==> src/rtl/corebootstrap_spi_arbiter_pkg.sv <==
// Shared definitions for the SPI flash arbiter: FSM state encoding,
// owner codes and a counter-width helper.
package corebootstrap_pkg;

    localparam logic [2:0] ST_IDLE   = 3'd0;
    localparam logic [2:0] ST_BOOT   = 3'd1;
    localparam logic [2:0] ST_HOST   = 3'd2;
    localparam logic [2:0] ST_G_B2H  = 3'd3;
    localparam logic [2:0] ST_G_H2B  = 3'd4;
    localparam logic [2:0] ST_G_IDLE = 3'd5;

    typedef enum logic [2:0] {
        S_IDLE   = ST_IDLE,
        S_BOOT   = ST_BOOT,
        S_HOST   = ST_HOST,
        S_G_B2H  = ST_G_B2H,
        S_G_H2B  = ST_G_H2B,
        S_G_IDLE = ST_G_IDLE
    } state_e;

    localparam logic [1:0] OWN_NONE  = 2'b00;
    localparam logic [1:0] OWN_BOOT  = 2'b01;
    localparam logic [1:0] OWN_HOST  = 2'b10;
    localparam logic [1:0] OWN_GUARD = 2'b11;

    // Width needed to hold 0..max, never below one bit.
    function automatic int cnt_w(input int max);
        return (max < 1) ? 1 : $clog2(max + 1);
    endfunction

endpackage

==> src/rtl/corebootstrap_spi_arbiter_if.sv <==
// Request/grant bundle between the flash users and the arbiter.
// slave: arbiter side; master: boot engine / host / mux side.
interface corebootstrap_spi_arbiter_if;

    logic       boot_req;
    logic       boot_done;
    logic       boot_ss;
    logic       host_req;
    logic       HOST_SS;
    logic       boot_gnt;
    logic       host_gnt;
    logic       sel_host;
    logic       PROC_SYS_RESETN;
    logic [1:0] owner;

    modport slave (
        input  boot_req, boot_done, boot_ss, host_req, HOST_SS,
        output boot_gnt, host_gnt, sel_host, PROC_SYS_RESETN, owner
    );

    modport master (
        output boot_req, boot_done, boot_ss, host_req, HOST_SS,
        input  boot_gnt, host_gnt, sel_host, PROC_SYS_RESETN, owner
    );

endinterface

==> src/rtl/corebootstrap_spi_arbiter_sync.sv <==
// N-stage flop synchroniser with a selectable reset value.
// Ports: clk, rst_n (async low), d_i (async in), q_o (synchronised out).
module corebootstrap_sync #(
    parameter int   N       = 2,
    parameter logic RST_VAL = 1'b0
) (
    input  logic clk,
    input  logic rst_n,
    input  logic d_i,
    output logic q_o
);

    logic [N-1:0] sync_q;

    always_ff @(posedge clk or negedge rst_n) begin
        if (!rst_n) begin
            sync_q <= {N{RST_VAL}};
        end else begin
            sync_q[0] <= d_i;
            for (int i = 1; i < N; i++) begin
                sync_q[i] <= sync_q[i-1];
            end
        end
    end

    assign q_o = sync_q[N-1];

endmodule

==> src/rtl/corebootstrap_spi_arbiter.sv <==
// Shared SPI flash owner: boot engine vs host CPU, with guard gaps,
// host reset hold-off. Ports: HCLK, HRESETN, arb_if (slave modport).
module corebootstrap_spi_arbiter
    import corebootstrap_pkg::*;
#(
    parameter int GUARD_CYCLES = 4,
    parameter int RST_DELAY    = 16,
    parameter int SYNC_STAGES  = 2
) (
    input  logic                         HCLK,
    input  logic                         HRESETN,
    corebootstrap_spi_arbiter_if.slave   arb_if
);

    localparam int GW = cnt_w(GUARD_CYCLES);
    localparam int RW = cnt_w(RST_DELAY);
    localparam logic [GW-1:0] G_MAX = GW'(GUARD_CYCLES);
    localparam logic [RW-1:0] R_MAX = RW'(RST_DELAY);

    logic host_req_s;
    logic host_ss_s;

    corebootstrap_sync #(.N(SYNC_STAGES), .RST_VAL(1'b0)) u_sync_req (
        .clk   (HCLK),
        .rst_n (HRESETN),
        .d_i   (arb_if.host_req),
        .q_o   (host_req_s)
    );

    corebootstrap_sync #(.N(SYNC_STAGES), .RST_VAL(1'b1)) u_sync_ss (
        .clk   (HCLK),
        .rst_n (HRESETN),
        .d_i   (arb_if.HOST_SS),
        .q_o   (host_ss_s)
    );

    state_e          state_q, state_d;
    logic [GW-1:0]   gcnt_q, gcnt_d;
    logic [RW-1:0]   rcnt_q, rcnt_d;
    logic            bc_q, bc_d;
    logic            done_q, done_d;
    logic            rel_q, rel_d;
    logic            bgnt_q, bgnt_d;
    logic            hgnt_q, hgnt_d;
    logic            sel_q, sel_d;
    logic [1:0]      own_q, own_d;

    always_ff @(posedge HCLK or negedge HRESETN) begin
        if (!HRESETN) begin
            state_q <= S_IDLE;
            gcnt_q  <= '0;
            rcnt_q  <= '0;
            bc_q    <= 1'b0;
            done_q  <= 1'b0;
            rel_q   <= 1'b0;
            bgnt_q  <= 1'b0;
            hgnt_q  <= 1'b0;
            sel_q   <= 1'b0;
            own_q   <= OWN_NONE;
        end else begin
            state_q <= state_d;
            gcnt_q  <= gcnt_d;
            rcnt_q  <= rcnt_d;
            bc_q    <= bc_d;
            done_q  <= done_d;
            rel_q   <= rel_d;
            bgnt_q  <= bgnt_d;
            hgnt_q  <= hgnt_d;
            sel_q   <= sel_d;
            own_q   <= own_d;
        end
    end

    always_comb begin
        state_d = state_q;
        gcnt_d  = '0;
        bc_d    = bc_q | ((state_q == S_BOOT) & arb_if.boot_done);
        // done_q remembers a boot_done seen during the current BOOT tenure
        done_d  = (state_q == S_BOOT) & (done_q | arb_if.boot_done);

        unique case (state_q)
            S_IDLE: begin
                if (arb_if.boot_req)
                    state_d = S_BOOT;
                else if (host_req_s && bc_q)
                    state_d = S_G_IDLE;
            end
            S_BOOT: begin
                if (arb_if.boot_ss &&
                    (done_q || arb_if.boot_done || !arb_if.boot_req))
                    state_d = S_G_B2H;
            end
            S_HOST: begin
                if (host_ss_s && (!host_req_s || arb_if.boot_req))
                    state_d = S_G_H2B;
            end
            S_G_B2H, S_G_H2B, S_G_IDLE: begin
                // Destination is re-decided at guard exit, boot first
                if (gcnt_q == G_MAX) begin
                    if (arb_if.boot_req)
                        state_d = S_BOOT;
                    else if (host_req_s && bc_q)
                        state_d = S_HOST;
                    else
                        state_d = S_IDLE;
                end else begin
                    gcnt_d = gcnt_q + 1'b1;
                end
            end
            default: state_d = S_IDLE;
        endcase

        rcnt_d = (bc_q && rcnt_q != R_MAX) ? rcnt_q + 1'b1 : rcnt_q;
        rel_d  = rel_q | (bc_d && rcnt_d == R_MAX);

        bgnt_d = (state_d == S_BOOT);
        hgnt_d = (state_d == S_HOST);
        // Mux select only moves when a grant is being (re)issued
        sel_d  = (state_d == S_HOST) ? 1'b1 :
                 (state_d == S_BOOT) ? 1'b0 : sel_q;

        unique case (state_d)
            S_IDLE:  own_d = OWN_NONE;
            S_BOOT:  own_d = OWN_BOOT;
            S_HOST:  own_d = OWN_HOST;
            default: own_d = OWN_GUARD;
        endcase
    end

    assign arb_if.boot_gnt        = bgnt_q;
    assign arb_if.host_gnt        = hgnt_q;
    assign arb_if.sel_host        = sel_q;
    assign arb_if.PROC_SYS_RESETN = rel_q;
    assign arb_if.owner           = own_q;

endmodule

==> src/flat_wrapper.sv <==
// flat-port wrapper written by rule: the top's interface ports become plain ports
module corebootstrap_spi_arbiter_flat import corebootstrap_pkg::*;
#(
    parameter int GUARD_CYCLES = 4,
    parameter int RST_DELAY    = 16,
    parameter int SYNC_STAGES  = 2
)
  (HCLK, HRESETN, arb_if_boot_req, arb_if_boot_done, arb_if_boot_ss, arb_if_host_req, arb_if_HOST_SS, arb_if_boot_gnt, arb_if_host_gnt, arb_if_sel_host, arb_if_PROC_SYS_RESETN, arb_if_owner);
  corebootstrap_spi_arbiter_if arb_if_i ();
  input  logic HCLK;
  input  logic HRESETN;
  input wire logic [$bits(arb_if_i.boot_req)-1:0] arb_if_boot_req;
  input wire logic [$bits(arb_if_i.boot_done)-1:0] arb_if_boot_done;
  input wire logic [$bits(arb_if_i.boot_ss)-1:0] arb_if_boot_ss;
  input wire logic [$bits(arb_if_i.host_req)-1:0] arb_if_host_req;
  input wire logic [$bits(arb_if_i.HOST_SS)-1:0] arb_if_HOST_SS;
  output wire logic [$bits(arb_if_i.boot_gnt)-1:0] arb_if_boot_gnt;
  output wire logic [$bits(arb_if_i.host_gnt)-1:0] arb_if_host_gnt;
  output wire logic [$bits(arb_if_i.sel_host)-1:0] arb_if_sel_host;
  output wire logic [$bits(arb_if_i.PROC_SYS_RESETN)-1:0] arb_if_PROC_SYS_RESETN;
  output wire logic [$bits(arb_if_i.owner)-1:0] arb_if_owner;
  assign arb_if_i.boot_req = arb_if_boot_req;
  assign arb_if_i.boot_done = arb_if_boot_done;
  assign arb_if_i.boot_ss = arb_if_boot_ss;
  assign arb_if_i.host_req = arb_if_host_req;
  assign arb_if_i.HOST_SS = arb_if_HOST_SS;
  assign arb_if_boot_gnt = arb_if_i.boot_gnt;
  assign arb_if_host_gnt = arb_if_i.host_gnt;
  assign arb_if_sel_host = arb_if_i.sel_host;
  assign arb_if_PROC_SYS_RESETN = arb_if_i.PROC_SYS_RESETN;
  assign arb_if_owner = arb_if_i.owner;
  corebootstrap_spi_arbiter #(.GUARD_CYCLES(GUARD_CYCLES), .RST_DELAY(RST_DELAY), .SYNC_STAGES(SYNC_STAGES)) u_core (.HCLK(HCLK), .HRESETN(HRESETN), .arb_if(arb_if_i));
endmodule
==> config.mk <==
export PLATFORM = sky130hd
export DESIGN_NAME = corebootstrap_spi_arbiter_flat
export DESIGN_NICKNAME = d
export VERILOG_FILES = /design/src/rtl/corebootstrap_spi_arbiter_pkg.sv /design/src/rtl/corebootstrap_spi_arbiter_if.sv /design/src/rtl/corebootstrap_spi_arbiter_sync.sv /design/src/rtl/corebootstrap_spi_arbiter.sv /design/src/flat_wrapper.sv
export SDC_FILE = /design/constraint.sdc
export NUM_CORES = 1
export LEC_CHECK = 0
export ABC_CLOCK_PERIOD_IN_PS = 3900
export CORE_ASPECT_RATIO = 1.1
export CORE_MARGIN = 8
export CORE_UTILIZATION = 60
export CTS_BUF_LIST = sky130_fd_sc_hd__clkbuf_8
export CTS_CLUSTER_DIAMETER = 200
export DETAILED_ROUTE_END_ITERATION = 6
export PLACE_DENSITY_LB_ADDON = 0.25
export SETUP_SLACK_MARGIN = 0.3
export SLEW_MARGIN = 25
export SYNTH_ARGS = -nofsm -noshare
export SYNTH_HDL_FRONTEND = slang
export SYNTH_HIERARCHICAL = 1
export SYNTH_SLANG_ARGS = --single-unit
export TNS_END_PERCENT = 10
==> constraint.sdc <==
create_clock -name HCLK -period 3.9 [get_ports HCLK]
set_input_delay 0.39 -clock HCLK [delete_from_list [all_inputs] [get_ports HCLK]]
set_output_delay 0.39 -clock HCLK [all_outputs]
set_load 0.01 [all_outputs]
==> impl_metrics.json <==
{
  "p_per_area_mw_per_mm2": 718.8,
  "start_kind": "flip-flop",
  "async_reset_ff_frac": 1.000,
  "timing.final.crit_share": 0.4411,
  "synth_top_area_share": 0.5237,
  "max-cap-violations": 0,
  "clk_pin_slew_ns": 0.07,
  "yosysUniqueCellTypes": 36,
  "post_cts_buffers": 0,
  "cts.sinks": 23,
  "post-place-ws_ns": 1.985,
  "cts_root_buf": "clkbuf_8",
  "hold_viol_final": 0,
  "core_area_mm2": 0.001577,
  "cp.required_ns": 4.05,
  "syn_nets": 94,
  "synth.avg_cell_area_um2": 12.09,
  "crit_arrival_ns": 1.87,
  "antenna_found_initial": 0,
  "synth_common_cells": "dfrtp_1 (21), inv_1 (7), a21oi_1 (4), ha_1 (4), xnor2_1 (4)",
  "port_buffers": 12,
  "first_iter_violations": 6,
  "hold_buffers": 0,
  "ys_seq_area_frac": 0.5761,
  "max-slew-margin-rel": 0.6218,
  "synthCells": 83,
  "synth_seq_cells": 23,
  "clk_latency_ns": 0.26,
  "fin_crit_ns": 1.720,
  "final_max_slew_viol_count": 0,
  "gp_congestion": 0.6891,
  "synth_most_common_cell": "dfrtp_1",
  "grt-ovfl-total": 0,
  "grt_pass1_wl_um": 2987,
  "fillers": 117,
  "die_height_um": 58.89,
  "netlist_area_mm2": 0.001003,
  "cts_tree": "built",
  "grt_pass1_vias": 699,
  "drc": 0,
  "routed_wl_um": 1673,
  "start_util": 0.6365,
  "rsz0062_at_grt": "no",
  "timing.fmax_mhz": 581.3,
  "drt_first_pass_iters": 4,
  "antenna_left": 0,
  "layout-drive-gt1-share": 0.1111,
  "worst-setup-path-type": "reg -> reg",
  "tns_ns": 0,
  "finClkSkew_ns": 0.001722,
  "clk_path_buf_depth": 2,
  "cts_resized": 0,
  "worst_slew_pin_slew_ns": 0.5625,
  "dieArea_mm2": 0.003238,
  "p_leak_nw": 0.5071,
  "post-synth-top-area-cell": "dfrtp_1",
  "vias_per_cell": 5.871,
  "synth-edff-count": 0,
  "hpwl_um": 1223,
  "grtUsageTotal": 0.1246,
  "grt_max_degree": 24,
  "numCtsBuffers": 3,
  "setup_viol": 0,
  "irDropWorstVdd_v": 0.0003916,
  "area_growth_pct": 18.08,
  "num_vias": 681,
  "drt-wirelength-per-cell_um": 14.42,
  "insertedDiodeCount": 0,
  "htreeDepth": 1,
  "hp-class": "in -> async",
  "ys_top_cells_by_area": "dfrtp_1 (52%), dfstp_2 (5.2%), ha_1 (5.0%)",
  "nets": 111,
  "status": "finished, final reports clean",
  "synth-main-ff-cell": "dfrtp_1",
  "cp_max_fo": 4,
  "end_kind": "flip-flop",
  "row_count": 15,
  "ioPinCount": 13,
  "die_w_um": 54.99,
  "worst_slack_ns": 2.180,
  "ys_warn_count": 6
}
==> kinds of logic after synthesis <==
kind of cell | after synthesis | share of synthesized area
adders and majority gates | 4 | 0.04988
and+or+nand+nor | 22 | 0.1334
DFF | 23 | 0.5761
buffers and inverters | 7 | 0.02619
xor gates and xnor gates | 4 | 0.03491
AOI/OAI and AO/OA | 21 | 0.1584
muxes | 2 | 0.02120
==> sequential cells by signal (all words and copies together), names as in the netlist <==
register                       cells
u_core/bc_q                        1
u_core/gcnt_q                      3
u_core/arb_if.host_gnt             1
u_core/done_q                      1
u_core/arb_if.boot_gnt             1
u_core/arb_if.owner                2
u_core/rcnt_q                      5
u_core/arb_if.PROC_SYS_RESETN      1
u_core/state_q                     3
u_core/u_sync_ss/sync_q            2
u_core/arb_if.sel_host             1
u_core/u_sync_req/sync_q           2
==> cell usage in the layout, fill, tap and decap left out, types with 2 or more instances in the layout <==
cell type,n
nand2b_1,3
dfstp_2,2
o311ai_1,2
a31oi_1,2
dfrtp_1,21
o21a_1,2
clkbuf_8,3
xnor2_1,4
inv_1,8
clkdlybuf4s50_1,11
nand4_1,2
a21oi_1,4
nor2_1,3
o31ai_1,2
nor3_1,2
ha_1,4
nand2_1,2
==> metal layers <==
layer / vias up / GRT usage / part of all wire
li1: 329 / - / -
met1: 330 / 0.1348 / 0.41
met4: 0 / 0.07216 / 0.026
met5: - / 0 / 0
met3: 5 / 0.03275 / 0.059
met2: 17 / 0.2075 / 0.51
==> path summary, 6_finish.rpt <==
check | start | to | slack (ns) | cells after the start
max in group asynchronous | HRESETN | u_core/u_sync_ss/sync_q[1] | 3.47 | 1
worst min register to register | u_core/u_sync_req/sync_q[0] | u_core/u_sync_req/sync_q[1] | 0.35 | 0
min in group HCLK | u_core/u_sync_req/sync_q[0] | u_core/u_sync_req/sync_q[1] | 0.35 | 0
worst max-delay path | u_core/rcnt_q[0] | u_core/rcnt_q[1] | 2.18 | 5
worst min-delay path | HRESETN | u_core/gcnt_q[2] | 0.08 | 1
worst max register to register | u_core/rcnt_q[0] | u_core/rcnt_q[1] | 2.18 | 5
==> worst max-delay path, stage by stage, from the launching register on <==
cell and delay, ns:
dfrtp_1 0.42, inv_1 0.11, ha_1 0.15, nand2_1 0.06, o31ai_1 0.48, mux2_2 0.39
==> power by group <==
part	leakage [nW]	internal, mW	total (mW)	switching (mW)
sequential	0.268	0.317	0.385	0.0676
clock	0.0269	0.0702	0.139	0.0692
combinational	0.212	0.168	0.328	0.160
total	0.507	0.555	0.852	0.297
==> cell type report <==
type	instances	area, µm²	share of cell area
clock inverter	1	3.754	0.003168
multi-input combinational	53	399.1	0.3369
timing repair buffer	12	115.1	0.09715
inverter	7	26.28	0.02218
sequential	23	578.1	0.4879
clock buffer	3	41.29	0.03485
tap	17	21.27	0.01795
==> per-stage QoR <==
stage / instance area (µm²) / hold slack, ns / cells / util / power, mW
detailed placement: 1145 / 0.3381 / 112 / 0.7262 / 0.7180
global placement: 1145 / 0.3324 / 112 / 0.7262 / 0.7035
CTS: 1190 / 0.3550 / 116 / 0.7548 / 0.8630
floorplan: 1003 / 0.09441 / 83 / - / 0.6154
global route: 1185 / 0.1277 / 116 / 0.7516 / 0.9261
finish: 1185 / 0.07846 / 116 / 0.7516 / 0.8518
Power figures use the tool's default switching activity.
